==> src/rtl/fp_mult_pkg.sv <==
// fp_mult_pkg: shared types and helpers for the pipelined FP multiplier.
//   fp_class_e  operand / result class (ZERO, NORM, INF, NAN)
//   bias()      exponent bias for a given exponent width
//   canon_nan() canonical quiet NaN {0, all-ones exp, fraction MSB set},
//               right-aligned in 64 bits; callers cast down to their width.
package fp_mult_pkg;

  typedef enum logic [1:0] {ZERO, NORM, INF, NAN} fp_class_e;

  function automatic int bias(input int exp_w);
    return (1 << (exp_w - 1)) - 1;
  endfunction

  function automatic logic [63:0] canon_nan(input int exp_w, input int man_w);
    logic [63:0] v;
    v = '0;
    for (int i = 0; i < exp_w; i++) v[man_w + i] = 1'b1;
    v[man_w - 1] = 1'b1;
    return v;
  endfunction

endpackage

==> src/rtl/fp_mult_round.sv <==
// fp_mult_round: final stage of the multiplier (combinational).
// Normalises the significand product, rounds, renormalises on carry-out,
// detects overflow/underflow, applies special-case results and packs.
//   sign_i, cls_i   result sign and class decided at unpack time
//   e_i             biased exponent sum (EXP_W+2 bits, two's complement)
//   prod_i          (1.ma)*(1.mb), 2*(MAN_W+1) bits
//   product_o       packed result; *_o flags as in the top-level header
// Rounding: ROUND_NEAREST_EN defined -> nearest/ties-to-even, else truncate.
module fp_mult_round
  import fp_mult_pkg::*;
#(
  parameter int EXP_W = 8,
  parameter int MAN_W = 23,
  localparam int W    = 1 + EXP_W + MAN_W,
  localparam int PW   = 2 * (MAN_W + 1)
) (
  input  logic             sign_i,
  input  fp_class_e        cls_i,
  input  logic [EXP_W+1:0] e_i,
  input  logic [PW-1:0]    prod_i,
  output logic [W-1:0]     product_o,
  output logic             overflow_o,
  output logic             underflow_o,
  output logic             infinity_o,
  output logic             nan_o,
  output logic             inexact_o
);

  localparam logic [W-1:0] NAN_W = W'(canon_nan(EXP_W, MAN_W));

  logic             hi;
  logic [PW-2:0]    norm;      // product with the leading one dropped
  logic [MAN_W-1:0] frac;
  logic             guard, sticky, rnd_up;
  logic [MAN_W:0]   frac_sum;
  logic [EXP_W+1:0] e_adj;
  logic             ovf, unf;

  // Product lies in [1,4); bit PW-1 set means [2,4) and costs one exponent step.
  assign hi     = prod_i[PW-1];
  assign norm   = hi ? prod_i[PW-2:0] : {prod_i[PW-3:0], 1'b0};
  assign frac   = norm[PW-2 -: MAN_W];
  assign guard  = norm[MAN_W];
  assign sticky = |norm[MAN_W-1:0];

`ifdef ROUND_NEAREST_EN
  assign rnd_up = guard & (sticky | frac[0]);
`else
  assign rnd_up = 1'b0;
`endif

  // Carry-out leaves the fraction all-zero, so renormalising is just e+1.
  assign frac_sum = {1'b0, frac} + {{MAN_W{1'b0}}, rnd_up};
  assign e_adj    = e_i + {{(EXP_W+1){1'b0}}, hi} + {{(EXP_W+1){1'b0}}, frac_sum[MAN_W]};

  assign ovf = !e_adj[EXP_W+1] && (e_adj[EXP_W:0] >= {1'b0, {EXP_W{1'b1}}});
  assign unf = e_adj[EXP_W+1] || (e_adj == '0);

  always_comb begin
    product_o   = {sign_i, e_adj[EXP_W-1:0], frac_sum[MAN_W-1:0]};
    overflow_o  = 1'b0;
    underflow_o = 1'b0;
    infinity_o  = 1'b0;
    nan_o       = 1'b0;
    inexact_o   = 1'b0;
    case (cls_i)
      NAN: begin
        product_o = NAN_W;
        nan_o     = 1'b1;
      end
      INF: begin
        product_o  = {sign_i, {EXP_W{1'b1}}, {MAN_W{1'b0}}};
        infinity_o = 1'b1;
      end
      ZERO: product_o = {sign_i, {(W-1){1'b0}}};
      default: begin
        if (ovf) begin
          product_o  = {sign_i, {EXP_W{1'b1}}, {MAN_W{1'b0}}};
          overflow_o = 1'b1;
          infinity_o = 1'b1;
          inexact_o  = 1'b1;
        end else if (unf) begin
          product_o   = {sign_i, {(W-1){1'b0}}};
          underflow_o = 1'b1;
          inexact_o   = 1'b1;
        end else begin
          inexact_o = guard | sticky;
        end
      end
    endcase
  end

endmodule

==> src/rtl/fp_mult_pipe.sv <==
// fp_mult_pipe: 3-stage pipelined floating-point multiplier, valid/ready.
//   clk, rst (async, active high)
//   in_valid/in_ready, a, b            operand handshake
//   out_valid/out_ready, product       result handshake
//   overflow, underflow, infinity, nan, inexact  flags, valid with out_valid
// Stages: S1 unpack/classify/exponent sum, S2 significand multiply,
// S3 normalise/round/pack (fp_mult_round). The whole pipe advances together
// when the output is empty or being taken; bubbles are not collapsed.
// Optional macro: ROUND_NEAREST_EN selects round-to-nearest-even (else truncate).
module fp_mult_pipe
  import fp_mult_pkg::*;
#(
  parameter int EXP_W = 8,
  parameter int MAN_W = 23,
  localparam int W    = 1 + EXP_W + MAN_W,
  localparam int PW   = 2 * (MAN_W + 1)
) (
  input  logic         clk,
  input  logic         rst,
  input  logic         in_valid,
  output logic         in_ready,
  input  logic [W-1:0] a,
  input  logic [W-1:0] b,
  output logic         out_valid,
  input  logic         out_ready,
  output logic [W-1:0] product,
  output logic         overflow,
  output logic         underflow,
  output logic         infinity,
  output logic         nan,
  output logic         inexact
);

  localparam int             BIAS   = bias(EXP_W);
  localparam logic [EXP_W+1:0] BIAS_V = BIAS[EXP_W+1:0];

  typedef struct packed {
    logic             sign;
    logic [EXP_W-1:0] exp;
    logic [MAN_W:0]   sig;
    fp_class_e        cls;
  } op_t;

  // Subnormals (exp==0) are classed as zero.
  function automatic op_t unpack(input logic [W-1:0] x);
    op_t o;
    o.sign = x[W-1];
    o.exp  = x[W-2 -: EXP_W];
    o.sig  = {1'b1, x[MAN_W-1:0]};
    if (o.exp == '0)  o.cls = ZERO;
    else if (&o.exp)  o.cls = (x[MAN_W-1:0] != '0) ? NAN : INF;
    else              o.cls = NORM;
    return o;
  endfunction

  logic [2:0] vld_q;
  logic       adv;

  op_t              ua, ub;
  logic             s1_sign_d, s1_sign_q, s2_sign_q;
  fp_class_e        s1_cls_d, s1_cls_q, s2_cls_q;
  logic [EXP_W+1:0] s1_e_d, s1_e_q, s2_e_q;
  logic [MAN_W:0]   s1_siga_q, s1_sigb_q;
  logic [PW-1:0]    s2_prod_d, s2_prod_q;

  logic [W-1:0] product_d, product_q;
  logic [4:0]   flags_d, flags_q;   // {overflow, underflow, infinity, nan, inexact}

  assign adv      = !vld_q[2] | out_ready;
  assign in_ready = adv;

  // S1: unpack and resolve the special-case result class by priority.
  always_comb begin
    ua        = unpack(a);
    ub        = unpack(b);
    s1_sign_d = ua.sign ^ ub.sign;
    s1_e_d    = {2'b00, ua.exp} + {2'b00, ub.exp} - BIAS_V;
    if (ua.cls == NAN || ub.cls == NAN ||
        (ua.cls == INF && ub.cls == ZERO) || (ua.cls == ZERO && ub.cls == INF))
      s1_cls_d = NAN;
    else if (ua.cls == INF || ub.cls == INF)
      s1_cls_d = INF;
    else if (ua.cls == ZERO || ub.cls == ZERO)
      s1_cls_d = ZERO;
    else
      s1_cls_d = NORM;
  end

  // S2: full-width significand product.
  assign s2_prod_d = s1_siga_q * s1_sigb_q;

  fp_mult_round #(.EXP_W(EXP_W), .MAN_W(MAN_W)) u_round (
    .sign_i      (s2_sign_q),
    .cls_i       (s2_cls_q),
    .e_i         (s2_e_q),
    .prod_i      (s2_prod_q),
    .product_o   (product_d),
    .overflow_o  (flags_d[4]),
    .underflow_o (flags_d[3]),
    .infinity_o  (flags_d[2]),
    .nan_o       (flags_d[1]),
    .inexact_o   (flags_d[0])
  );

  always_ff @(posedge clk or posedge rst) begin
    if (rst) begin
      vld_q     <= '0;
      s1_sign_q <= 1'b0;
      s1_cls_q  <= ZERO;
      s1_e_q    <= '0;
      s1_siga_q <= '0;
      s1_sigb_q <= '0;
      s2_sign_q <= 1'b0;
      s2_cls_q  <= ZERO;
      s2_e_q    <= '0;
      s2_prod_q <= '0;
      product_q <= '0;
      flags_q   <= '0;
    end else if (adv) begin
      vld_q     <= {vld_q[1:0], in_valid};
      s1_sign_q <= s1_sign_d;
      s1_cls_q  <= s1_cls_d;
      s1_e_q    <= s1_e_d;
      s1_siga_q <= ua.sig;
      s1_sigb_q <= ub.sig;
      s2_sign_q <= s1_sign_q;
      s2_cls_q  <= s1_cls_q;
      s2_e_q    <= s1_e_q;
      s2_prod_q <= s2_prod_d;
      product_q <= product_d;
      flags_q   <= flags_d;
    end
  end

  assign out_valid = vld_q[2];
  assign product   = product_q;
  assign overflow  = flags_q[4];
  assign underflow = flags_q[3];
  assign infinity  = flags_q[2];
  assign nan       = flags_q[1];
  assign inexact   = flags_q[0];

endmodule

==> config.mk <==
export PLATFORM = sky130hd
export DESIGN_NAME = fp_mult_pipe
export DESIGN_NICKNAME = d
export VERILOG_FILES = /design/src/rtl/fp_mult_pkg.sv /design/src/rtl/fp_mult_round.sv /design/src/rtl/fp_mult_pipe.sv
export SDC_FILE = /design/constraint.sdc
export NUM_CORES = 2
export LEC_CHECK = 0
export CAP_MARGIN = 20
export CORE_ASPECT_RATIO = 0.75
export CORE_UTILIZATION = 47
export CTS_CLUSTER_SIZE = 30
export DETAILED_ROUTE_END_ITERATION = 10
export SETUP_SLACK_MARGIN = 0.2
export SYNTH_ARGS = -nofsm -noshare
export SYNTH_HDL_FRONTEND = slang
export SYNTH_SLANG_ARGS = --single-unit
==> constraint.sdc <==
create_clock -name clk -period 9.3 [get_ports clk]
set_input_delay 2.325 -clock clk [delete_from_list [all_inputs] [get_ports clk]]
set_output_delay 2.325 -clock clk [all_outputs]
set_load 0.01 [all_outputs]
==> summary.md <==
| Metric | Value |
|---|---|
| Mean post-synth cell area | 8.85 um^2 |
| TritonCTS clock tree | yes |
| Detailed Route Iter0 Violations | 1228 |
| Slew of the pin with the lowest slew margin | 1220 ps |
| Fraction of layout instances using a drive strength above 1 | 3.13% |
| WP data required | 9670 ps |
| Total number of nets in the final design | 3703 |
| Count of TritonRoute iterations in the first routing pass | 10 |
| Type of element launching the critical path | flop |
| Count of H-tree levels built during CTS | 4 |
| Gpl congestion | 0.902 |
| Number of nets with antenna violations after detailed routing | 0 |
| Number of enable-type register cells in the synthesized netlist | 0 |
| Final-report max-slew violation count | 0 |
| Number of clock sinks seen by CTS | 161 |
| Tmin final | 7400 ps |
| Setup violation total in the final timing report | 0 |
| Most area-hungry cell type in the Yosys netlist | fa_1 |
| Fraction of the yosys area taken by sequential cells | 15.4% |
| Main flop type after synthesis | dfrtp_1 |
| Via/cell ratio | 5.36 |
| Number of fill cells | 5094 |
| Hold Worst Slack | 478 ps |
| Root Driver | clkbuf_16 |
| Clk_lat worst skew | 500 ps |
| Aggregate global-route resource usage | 27.1% |
| Largest fanout on the critical path | 25 |
| Worst slew margin relative to its limit | 17.9% |
| Antenna violations before repair | 1 |
| Unrepaired setup endpoints after global routing | false |
| Total negative slack | 0 ps |
| Kind of critical path | flop to flop |
| Global-route wire length before repair | 117000 um |
| Violations in the final reports | DRC |
| Synthesized Nets | 3701 |
| Data arrival time of the worst path | 7770 ps |
| Largest cells by area after synthesis | fa_1, dfrtp_1, ha_1, nand2_1, inv_1 |
| Worst clock skew on the final layout | 18.3 ps |
| Diodes inserted | 0 |
| IO buf count | 106 |
| Clock edge transition at the registers on the reported setup and hold paths | 80 ps |
| Die Height | 206 um |
| Site row count | 74 |
| Global route total overflow | 0 |
| Detailed-route via count | 19800 |
| Number of DRC violations after detailed routing | 1 |
| Ports | 107 |
| Most used standard cells in the synthesized netlist | nand2_1, inv_1, fa_1 |
| Worst-path cell with the longest stage delay | dfrtp_1 |
| Yosys warning count | 0 |
| Total Wirelength | 71500 um |
| Number of global-route vias before repair | 21000 |
| Number of failing hold endpoints at the final stage | 0 |
| CP max stage delay | 1030 ps |
| Top-count cell post-synth | nand2_1 |
| Portion of synthesized cell area occupied by the leading cell type | 36.9% |
| Post-CTS Setup Bufs | 0 |
| Total core area | 54700 um^2 |
| TritonCTS Buffers | 17 |
| Final HPWL from detailed placement | 57200 um |
| FF+latch count, synth | 161 |
| Area taken by multi-input logic gates | 19400 um^2 |
| Starting utilization of the core area | 47.9% |
| Placed instance count | 3662 |
| Number of buffers inserted by hold repair at cts | 0 |
| Area Growth Syn to Fin | 8.56% |
| Post-synthesis mux area share | 1.00% |
| Final non-filler cell total | 3695 |
| Place WS | 2020 ps |
| Run status | finished with violations |
| Xor/xnor cell area share of the yosys netlist | 1.67% |
| Setup ws final | 1900 ps |
| Post_cts resized | 0 |
| Simple-gate share of the synthesized area | 19.0% |
| Highest achievable clock rate | 135 MHz |
| Overall die area | 56700 um^2 |
| X dimension of the die | 275 um |
| Compound-gate portion of the synthesized area | 6.26% |
| CTS Buffer Depth | 2 |
| Final routed wire length divided by cell count | 19.4 um |
| Combined flip-flop and latch cell area | 4030 um^2 |
| Cell repeated most along the worst path | fa_1 |
| Element type at the critical path end | flop |
| Pin count of the biggest net entering global routing | 83 |
| Crit path cell chain | nand2_1, fa_1, fa_1, inv_1, fa_1, inv_1, fa_1, inv_1, fa_1, fa_1, inv_1, fa_1, inv_1, ha_1, nand4_1, nor3_1, nand3_1, a21oi_1, o21ai_2, a2111oi_4, mux2i_1, nor3_1 |
| Class of the tightest hold or removal check | flop to flop |
| Synth unique cells | 69 |
| Combinational family with the most area after synthesis | adder cells |
| Adder-cell share of the synthesized area | 46.0% |
| FFs w/ async S/R, synth | 100% |
| Max-cap viol count | 0 |
| Area of the mapped netlist | 26200 um^2 |
| Post-synthesis instance total | 2959 |
| Final cycle utilization of the critical path | 79.5% |
-- critical path, delay by kind of cell (launching register included) --
kind / cells / cell delay (ps)
flip-flops: 1 / 1030
adder cells (fa/ha/maj): 8 / 4000
AO/OA/AOI/OAI: 3 / 940
buffers and inverters: 5 / 270
AND/OR/NAND/NOR: 5 / 730
multiplexers: 1 / 250
-- cells in the final DEF (no fill, tap or decap), types with 9 or more instances in the layout --
| cell type | synthesis | final |
|---|---|---|
| nand2_1 | 585 | 585 |
| inv_1 | 574 | 572 |
| fa_1 | 483 | 483 |
| and2_1 | 289 | 289 |
| ha_1 | 191 | 191 |
| dfrtp_1 | 161 | 161 |
| clkdlybuf4s50_1 | 0 | 106 |
| a21oi_1 | 80 | 80 |
| nor2_1 | 60 | 60 |
| o21ai_0 | 42 | 42 |
| buf_4 | 0 | 37 |
| xnor2_1 | 30 | 30 |
| o21ai_1 | 25 | 25 |
| mux2i_1 | 24 | 24 |
| a21o_1 | 22 | 22 |
| nand3_1 | 22 | 22 |
| nand4_1 | 22 | 22 |
| xor2_1 | 20 | 20 |
| nor4_1 | 21 | 20 |
| nor3_1 | 18 | 18 |
| clkbuf_16 | 0 | 17 |
| o21bai_1 | 10 | 10 |
| o21a_1 | 10 | 10 |
| and3_1 | 9 | 9 |
-- flip-flops by register name (all words and copies together), names as in the netlist --
register / flops
s1_siga_q: 24
s2_sign_q: 1
s1_sign_q: 1
s1_cls_q: 2
product: 32
vld_q: 3
s2_e_q: 10
flags_q: 5
s2_prod_q: 48
s1_e_q: 10
s1_sigb_q: 23
s2_cls_q: 2
-- area by class of cell --
cell class,instances,area share [%]
clock inverters,13,0.427
well taps,722,3.18
repair buffers,145,4.90
flip-flops and latches,161,14.2
inverters,574,7.60
multi-input cells,2062,68.2
clock buffers,18,1.54
-- per-stage QoR --
step	utilization (%)	area (um^2)
after global placement	50.8	27800
after CTS	51.9	28400
final	52.0	28400
after detailed placement	50.8	27800
after floorplan	-	26200
after global routing	52.0	28400
-- kinds of logic (layout without fill, tap and decap cells) --
| family | Yosys count | after routing |
|---|---|---|
| muxes | 26 | 26 |
| and+or+nand+nor | 1056 | 1056 |
| xor gates and xnor gates | 50 | 50 |
| DFF | 161 | 161 |
| buffers and inverters | 736 | 750 |
| AOI/OAI and AO/OA | 256 | 256 |
| adders and majority gates | 674 | 674 |
-- final timing paths --
path                         startpoint            end  slack (ps)  depth (start not counted)
max reg2reg                s1_sigb_q[9]  s2_prod_q[44]        1900                         22
max                        s1_sigb_q[9]  s2_prod_q[44]        1900                         22
min in group asynchronous           rst   s2_prod_q[3]        2360                          2
min                            vld_q[0]       vld_q[1]         480                          2
min reg2reg                    vld_q[0]       vld_q[1]         480                          2
max in group asynchronous           rst  s1_siga_q[20]        5720                          4
-- layer usage --
layer	vias to the layer above	part of all wire, %	wire (um)	global-route usage (%)
met5	-	0	0	0
met3	76	5.4	3850	3.80
met1	10200	47	33400	39.3
li1	8928	-	-	-
met4	0	1.8	1290	6.51
met2	584	46	33000	42.7
Power is not shown: default switching activity piles up to over one toggle a cycle in this logic, so the estimate is an artifact.
